$ cat src/rtl/eth_tx_ptp_arbiter.sv
// Round-robin arbiter that shares one Ethernet TX header/payload path among
// PORTS requesters. It records the owner of every good frame in a tag FIFO
// and steers each returned MAC TX PTP timestamp back to that owner.
module eth_tx_ptp_arbiter #(
  parameter int PORTS          = 4,
  parameter int TAG_FIFO_DEPTH = 16,
  parameter int PTP_TS_WIDTH   = 96
) (
  input  logic                      clk,
  input  logic                      rst,
  input  logic [PORTS-1:0]          s_eth_hdr_valid,
  output logic [PORTS-1:0]          s_eth_hdr_ready,
  input  logic [PORTS*48-1:0]       s_eth_dest_mac,
  input  logic [PORTS*48-1:0]       s_eth_src_mac,
  input  logic [PORTS*16-1:0]       s_eth_type,
  input  logic [PORTS*8-1:0]        s_eth_payload_axis_tdata,
  input  logic [PORTS-1:0]          s_eth_payload_axis_tvalid,
  input  logic [PORTS-1:0]          s_eth_payload_axis_tlast,
  input  logic [PORTS-1:0]          s_eth_payload_axis_tuser,
  output logic [PORTS-1:0]          s_eth_payload_axis_tready,
  output logic                      m_eth_hdr_valid,
  input  logic                      m_eth_hdr_ready,
  output logic [47:0]               m_eth_dest_mac,
  output logic [47:0]               m_eth_src_mac,
  output logic [15:0]               m_eth_type,
  output logic [7:0]                m_eth_payload_axis_tdata,
  output logic                      m_eth_payload_axis_tvalid,
  output logic                      m_eth_payload_axis_tlast,
  output logic                      m_eth_payload_axis_tuser,
  input  logic                      m_eth_payload_axis_tready,
  input  logic [PTP_TS_WIDTH-1:0]   s_ptp_ts_96,
  input  logic                      s_ptp_ts_valid,
  output logic                      s_ptp_ts_ready,
  output logic [PTP_TS_WIDTH-1:0]   m_ptp_ts_96,
  output logic [PORTS-1:0]          m_ptp_ts_valid,
  output logic [PORTS-1:0]          grant,
  output logic                      busy,
  output logic                      tag_fifo_full,
  output logic                      ts_orphan
);

  localparam int IDX_W = $clog2(PORTS);
  localparam int PTR_W = $clog2(TAG_FIFO_DEPTH);
  localparam int CNT_W = PTR_W + 1;

  typedef enum logic [1:0] {
    ST_IDLE    = 2'd0,
    ST_HDR     = 2'd1,
    ST_PAYLOAD = 2'd2
  } state_t;

  state_t             state_r, state_nxt_s;
  logic [PORTS-1:0]   grant_r, grant_nxt_s;
  logic [IDX_W-1:0]   gidx_r, gidx_nxt_s;
  logic [IDX_W-1:0]   rr_ptr_r, rr_ptr_nxt_s;
  logic [IDX_W-1:0]   pick_s;
  logic [IDX_W:0]     cand_s;
  logic               found_s, hit_s;

  logic               hdr_valid_sel_s, tvalid_sel_s;
  logic               hdr_hs_s, last_s, push_s, pop_s, orphan_s;

  logic [IDX_W-1:0]   tag_mem_r [TAG_FIFO_DEPTH];
  logic [PTR_W-1:0]   wr_ptr_r, rd_ptr_r;
  logic [CNT_W-1:0]   count_r;

  assign s_ptp_ts_ready = rst;
  assign grant          = grant_r;
  assign busy           = (state_r != ST_IDLE);
  assign tag_fifo_full  = (count_r == CNT_W'(TAG_FIFO_DEPTH));

  assign hdr_hs_s = (state_r == ST_HDR) && m_eth_hdr_valid && m_eth_hdr_ready;
  assign last_s   = (state_r == ST_PAYLOAD) && m_eth_payload_axis_tvalid &&
                    m_eth_payload_axis_tready && m_eth_payload_axis_tlast;
  // Frames marked bad on tlast are dropped by the MAC FIFO and never stamped.
  assign push_s   = last_s && !m_eth_payload_axis_tuser;
  assign pop_s    = s_ptp_ts_valid && (count_r != {CNT_W{1'b0}});
  assign orphan_s = s_ptp_ts_valid && (count_r == {CNT_W{1'b0}});

  // Round-robin search: first requesting port after rr_ptr, wrapping to 0.
  always_comb begin
    found_s = 1'b0;
    hit_s   = 1'b0;
    pick_s  = {IDX_W{1'b0}};
    cand_s  = {(IDX_W+1){1'b0}};
    for (int k = 1; k <= PORTS; k++) begin
      cand_s  = {1'b0, rr_ptr_r} + (IDX_W+1)'(k);
      cand_s  = (cand_s >= (IDX_W+1)'(PORTS)) ? (cand_s - (IDX_W+1)'(PORTS)) : cand_s;
      hit_s   = !found_s && s_eth_hdr_valid[cand_s[IDX_W-1:0]];
      pick_s  = hit_s ? cand_s[IDX_W-1:0] : pick_s;
      found_s = found_s | hit_s;
    end
  end

  // Next-state logic: grant in IDLE, hold through header and payload.
  always_comb begin
    state_nxt_s  = state_r;
    grant_nxt_s  = grant_r;
    gidx_nxt_s   = gidx_r;
    rr_ptr_nxt_s = rr_ptr_r;
    case (state_r)
      ST_IDLE: begin
        if (found_s && !tag_fifo_full) begin
          state_nxt_s = ST_HDR;
          gidx_nxt_s  = pick_s;
          grant_nxt_s = PORTS'(1) << pick_s;
        end else begin
          state_nxt_s = ST_IDLE;
        end
      end
      ST_HDR: begin
        if (hdr_hs_s) begin
          state_nxt_s = ST_PAYLOAD;
        end else begin
          state_nxt_s = ST_HDR;
        end
      end
      ST_PAYLOAD: begin
        if (last_s) begin
          state_nxt_s  = ST_IDLE;
          grant_nxt_s  = {PORTS{1'b0}};
          rr_ptr_nxt_s = gidx_r;
        end else begin
          state_nxt_s = ST_PAYLOAD;
        end
      end
      default: begin
        state_nxt_s = ST_IDLE;
        grant_nxt_s = {PORTS{1'b0}};
      end
    endcase
  end

  // FSM, grant and round-robin pointer registers.
  always_ff @(posedge clk or negedge rst) begin
    if (!rst) begin
      state_r  <= ST_IDLE;
      grant_r  <= {PORTS{1'b0}};
      gidx_r   <= {IDX_W{1'b0}};
      rr_ptr_r <= IDX_W'(PORTS - 1);
    end else begin
      state_r  <= state_nxt_s;
      grant_r  <= grant_nxt_s;
      gidx_r   <= gidx_nxt_s;
      rr_ptr_r <= rr_ptr_nxt_s;
    end
  end

  // AND-OR mux of the granted port; zero grant yields all-zero outputs.
  always_comb begin
    m_eth_dest_mac           = 48'd0;
    m_eth_src_mac            = 48'd0;
    m_eth_type               = 16'd0;
    m_eth_payload_axis_tdata = 8'd0;
    m_eth_payload_axis_tlast = 1'b0;
    m_eth_payload_axis_tuser = 1'b0;
    hdr_valid_sel_s          = 1'b0;
    tvalid_sel_s             = 1'b0;
    for (int i = 0; i < PORTS; i++) begin
      m_eth_dest_mac           = m_eth_dest_mac | (s_eth_dest_mac[i*48 +: 48] & {48{grant_r[i]}});
      m_eth_src_mac            = m_eth_src_mac  | (s_eth_src_mac[i*48 +: 48]  & {48{grant_r[i]}});
      m_eth_type               = m_eth_type     | (s_eth_type[i*16 +: 16]     & {16{grant_r[i]}});
      m_eth_payload_axis_tdata = m_eth_payload_axis_tdata |
                                 (s_eth_payload_axis_tdata[i*8 +: 8] & {8{grant_r[i]}});
      m_eth_payload_axis_tlast = m_eth_payload_axis_tlast | (s_eth_payload_axis_tlast[i] & grant_r[i]);
      m_eth_payload_axis_tuser = m_eth_payload_axis_tuser | (s_eth_payload_axis_tuser[i] & grant_r[i]);
      hdr_valid_sel_s          = hdr_valid_sel_s | (s_eth_hdr_valid[i] & grant_r[i]);
      tvalid_sel_s             = tvalid_sel_s    | (s_eth_payload_axis_tvalid[i] & grant_r[i]);
    end
    m_eth_hdr_valid           = (state_r == ST_HDR) && hdr_valid_sel_s;
    m_eth_payload_axis_tvalid = (state_r == ST_PAYLOAD) && tvalid_sel_s;
    s_eth_hdr_ready           = grant_r & {PORTS{(state_r == ST_HDR) && m_eth_hdr_ready}};
    s_eth_payload_axis_tready = grant_r & {PORTS{(state_r == ST_PAYLOAD) && m_eth_payload_axis_tready}};
  end

  // Tag FIFO: one entry per good frame, popped by each returned timestamp.
  // Pop reads the old head, so a same-cycle push and pop keeps order.
  always_ff @(posedge clk or negedge rst) begin
    if (!rst) begin
      wr_ptr_r <= {PTR_W{1'b0}};
      rd_ptr_r <= {PTR_W{1'b0}};
      count_r  <= {CNT_W{1'b0}};
      for (int i = 0; i < TAG_FIFO_DEPTH; i++) begin
        tag_mem_r[i] <= {IDX_W{1'b0}};
      end
    end else begin
      if (push_s) begin
        tag_mem_r[wr_ptr_r] <= gidx_r;
        wr_ptr_r            <= wr_ptr_r + PTR_W'(1);
      end else begin
        wr_ptr_r <= wr_ptr_r;
      end
      if (pop_s) begin
        rd_ptr_r <= rd_ptr_r + PTR_W'(1);
      end else begin
        rd_ptr_r <= rd_ptr_r;
      end
      case ({push_s, pop_s})
        2'b10:   count_r <= count_r + CNT_W'(1);
        2'b01:   count_r <= count_r - CNT_W'(1);
        default: count_r <= count_r;
      endcase
    end
  end

  // Registered timestamp delivery and orphan flag.
  always_ff @(posedge clk or negedge rst) begin
    if (!rst) begin
      m_ptp_ts_96    <= {PTP_TS_WIDTH{1'b0}};
      m_ptp_ts_valid <= {PORTS{1'b0}};
      ts_orphan      <= 1'b0;
    end else begin
      if (pop_s) begin
        m_ptp_ts_96    <= s_ptp_ts_96;
        m_ptp_ts_valid <= PORTS'(1) << tag_mem_r[rd_ptr_r];
      end else begin
        m_ptp_ts_96    <= m_ptp_ts_96;
        m_ptp_ts_valid <= {PORTS{1'b0}};
      end
      ts_orphan <= orphan_s;
    end
  end

endmodule

$ cat config.mk
export PLATFORM = sky130hd
export DESIGN_NAME = eth_tx_ptp_arbiter
export DESIGN_NICKNAME = d
export VERILOG_FILES = /design/src/rtl/eth_tx_ptp_arbiter.sv
export SDC_FILE = /design/constraint.sdc
export NUM_CORES = 1
export LEC_CHECK = 0
export CAP_MARGIN = 0
export CORE_AREA = 2 2 330 332
export CTS_BUF_LIST = sky130_fd_sc_hd__clkbuf_8
export CTS_CLUSTER_SIZE = 40
export DETAILED_ROUTE_END_ITERATION = 6
export DIE_AREA = 0 0 332 334
export PLACE_DENSITY_LB_ADDON = 0.08
export SYNTH_ARGS = -nofsm -noshare
export SYNTH_HDL_FRONTEND = slang
export SYNTH_SLANG_ARGS = --single-unit
$ cat constraint.sdc
create_clock -name clk -period 4.3 [get_ports clk]
set_clock_uncertainty 0.1 [all_clocks]
set_input_delay 0.43 -clock clk [delete_from_list [all_inputs] [get_ports clk]]
set_output_delay 0.43 -clock clk [all_outputs]
set_load 0.02 [all_outputs]
==> results.py <==
metrics = {
    "run_status": {
        "status": "finished, final reports clean",
    },
    "timing": {
        "fmax_ghz": 0.2519,
        "period_minus_slack_ps": 3971,
        "setup_violations": 0,
        "finalSetupTns_ps": 0,
        "final_hold_viol_count": 0,
        "worstMarginPinSlew_ps": 1022,
        "fin_crit_sh_pct": 92.34,
        "final_max_slew_viol_count": 0,
        "rsz0062_at_grt": "no",
        "slew-limit-headroom_pct": 31.89,
    },
    "routing": {
        "routed_wl_um": 93440,
        "drc": 0,
        "drtAntennaViolNets": 0,
        "via_per_inst": 3.593,
        "vias": 11930,
        "routedWlPerCell_um": 28.15,
        "firstDrtPassIters": 5,
        "drt_iter0_markers": 597,
    },
    "critical_path": {
        "critPathMaxFanout": 51,
        "endpoint_kind": "primary output",
        "cpMaxStageDelayCell": "buf_4",
        "crit_chain": "buf_4 -> buf_4 -> a22oi_1 -> nand2_1 -> clkdlybuf4s50_1",
        "crit_type": "reg2out",
        "slowest_delay_ps": 640,
        "cp_top_family": "buffers and inverters",
        "critPathLaunchType": "register",
        "crit_buf_inv": 3,
        "crit_required_ps": 3770,
        "cp_common_cell": "buf_4",
        "worstPathArrival_ps": 3440,
    },
    "yosys": {
        "yosysUniqueCellTypes": 51,
        "yosysTopAreaCellShare_pct": 41.39,
        "async_flop_share_pct": 100.0,
        "synthTopCellsByArea": "dfrtp_1, a22oi_1, nand2_1, mux2_2, clkbuf_1",
        "synth_ff_type": "dfrtp_1",
        "syn_area_per_cell_um2": 8.511,
        "syn_area_um2": 9311,
        "synth_fp_nets": 1700,
        "synth_edf_count": 0,
        "synth_cells": 1094,
        "yosysSeqAreaShare_pct": 41.95,
        "synth_seq_cells": 156,
        "synth_top_cell_by_area": "dfrtp_1",
        "synth_warnings": 0,
    },
    "floorplanning": {
        "core_area_um2": 107800,
        "dieArea_um2": 110900,
        "io_pins": 837,
        "die_h_um": 334,
        "start_util_pct": 8.638,
        "die_w_um": 332,
        "fp-row-count": 121,
    },
    "clock_tree": {
        "path_clk_slew_ps": 120,
        "cts_made_buffers": 17,
        "hold_buffers": 1,
        "cts_resized": 0,
        "clock_sinks": 156,
        "cts_setup_buffers": 0,
        "cts_tree": "done",
        "htree_levels": 4,
        "clk_path_buf_depth": 2,
        "insertion_delay_ps": 540,
        "root_buffer": "clkbuf_8",
    },
    "placed_design": {
        "dp_hpwl_um": 79960,
        "portBuffers": 836,
        "place_congestion": 0.9653,
    },
    "final_layout": {
        "fin_util_pct": 18.28,
        "fillers": 12060,
        "layout.nets": 2490,
        "mostFrequentLayoutCells": "clkdlybuf4s50_1, nand2_1, a22oi_1",
        "post_route_cells_drive_above_1_share_pct": 6.062,
        "syn2layout_area_growth_pct": 111.7,
        "final_common_cell": "clkdlybuf4s50_1",
    },
    "global_routing": {
        "grt_overflow": 0,
        "grt_use_total_pct": 16.34,
        "grt_pass1_vias": 12460,
        "antenna_found_initial": 27,
        "grt_pass1_wl_um": 121200,
        "grt_max_degree": 86,
    },
    "power_and_ir_drop": {
        "peakVddDrop_v": 0.0001813,
        "total_leakage_power_nw": 8.008,
        "power_density_nw_per_um2": 475.9,
    },
    "min_path": {
        "hp-class": "in2async",
    },
    "job": {
        "maxCapViolCount": 0,
    },
}
-- power breakdown --
group	switching [mW]	internal [mW]
clock network	0.714	0.535
registers	0.359	1.72
logic	3.60	2.45
-- cell usage after synthesis, types with 3 or more instances --
library cell,n
nand2_1,422
a22oi_1,248
dfrtp_1,154
clkbuf_1,50
mux2_2,37
buf_1,20
buf_2,11
nand4_1,11
buf_4,10
ha_1,9
xnor2_1,9
and4_1,8
mux4_2,8
and2_1,7
inv_1,7
nor2_1,7
nor2b_1,6
and3_1,5
a21oi_1,4
mux2i_1,4
nor3_1,4
o21ai_0,4
nand2b_1,3
nand3_1,3
nand3b_1,3
nor4_1,3
o32ai_1,3
-- metal layers --
metal	vias to the layer above	routed length (um)	track usage, %
li1	5496	-	-
met1	5878	36210	18.03
met2	476	49340	30.43
met3	68	5327	4.250
met4	8	2512	4.913
met5	-	54	0
-- final timing paths --
path                                  from          endpoint  slack (ps)  cells past startpoint
max                               grant[0]  m_eth_src_mac[4]         330                      5
max reg2reg                       grant[1]        count_r[4]         920                     11
min in group clk           s_ptp_ts_96[19]   m_ptp_ts_96[19]         290                      3
min                                    rst   m_ptp_ts_96[15]         240                      2
min reg2reg                m_ptp_ts_96[35]   m_ptp_ts_96[35]         380                      2
max in group asynchronous              rst          grant[2]        2470                      3
-- stage by stage --
| step | hold slack (ps) | instance area (um2) | total power, mW | worst slack (ps) | instances |
|---|---|---|---|---|---|
| after global placement | 313.5 | 19260 | 8.329 | 536.1 | 3278 |
| after floorplan | 34.41 | 9311 | 4.537 | 894.8 | 1094 |
| after CTS | 208.1 | 19690 | 9.650 | 260.3 | 3311 |
| after global routing | 218.4 | 19700 | 9.915 | 167.7 | 3315 |
| final | 242.8 | 19710 | 9.379 | 329.4 | 3319 |
| after detailed placement | 304.9 | 19260 | 8.315 | 620.6 | 3278 |
-- cells by family (layout without fill, tap and decap cells) --
kind of cell | Yosys count | count (layout) | share of synthesized area (%)
and+or+nand+nor | 493 | 493 | 21.94
AOI/OAI and AO/OA | 275 | 275 | 22.24
DFF | 156 | 156 | 41.95
buffers and inverters | 100 | 903 | 4.663
muxes | 50 | 50 | 6.960
xor gates and xnor gates | 11 | 11 | 1.035
adders and majority gates | 9 | 9 | 1.209
other | 0 | 8 | 0
-- sequential cells by signal, summed over array words and instances, names as in the netlist --
register        cells
ts_orphan           1
m_ptp_ts_96        96
count_r             5
rr_ptr_r            2
gidx_r              2
state_r             2
tag_mem_r          32
m_ptp_ts_valid      4
rd_ptr_r            4
wr_ptr_r            4
grant               4
-- layout make-up --
class	count	area, um2	area share, %
sequential	156	3921	19.90
clock buffer	17	234.0	1.187
inverter	8	31.28	0.1587
clock inverter	15	180.2	0.9142
multi-input combinational	838	4979	25.26
tap	1414	1769	8.977
antenna	8	20.02	0.1016
timing repair buffer	863	8574	43.51
Note: power is estimated with default switching activity, not from simulation.
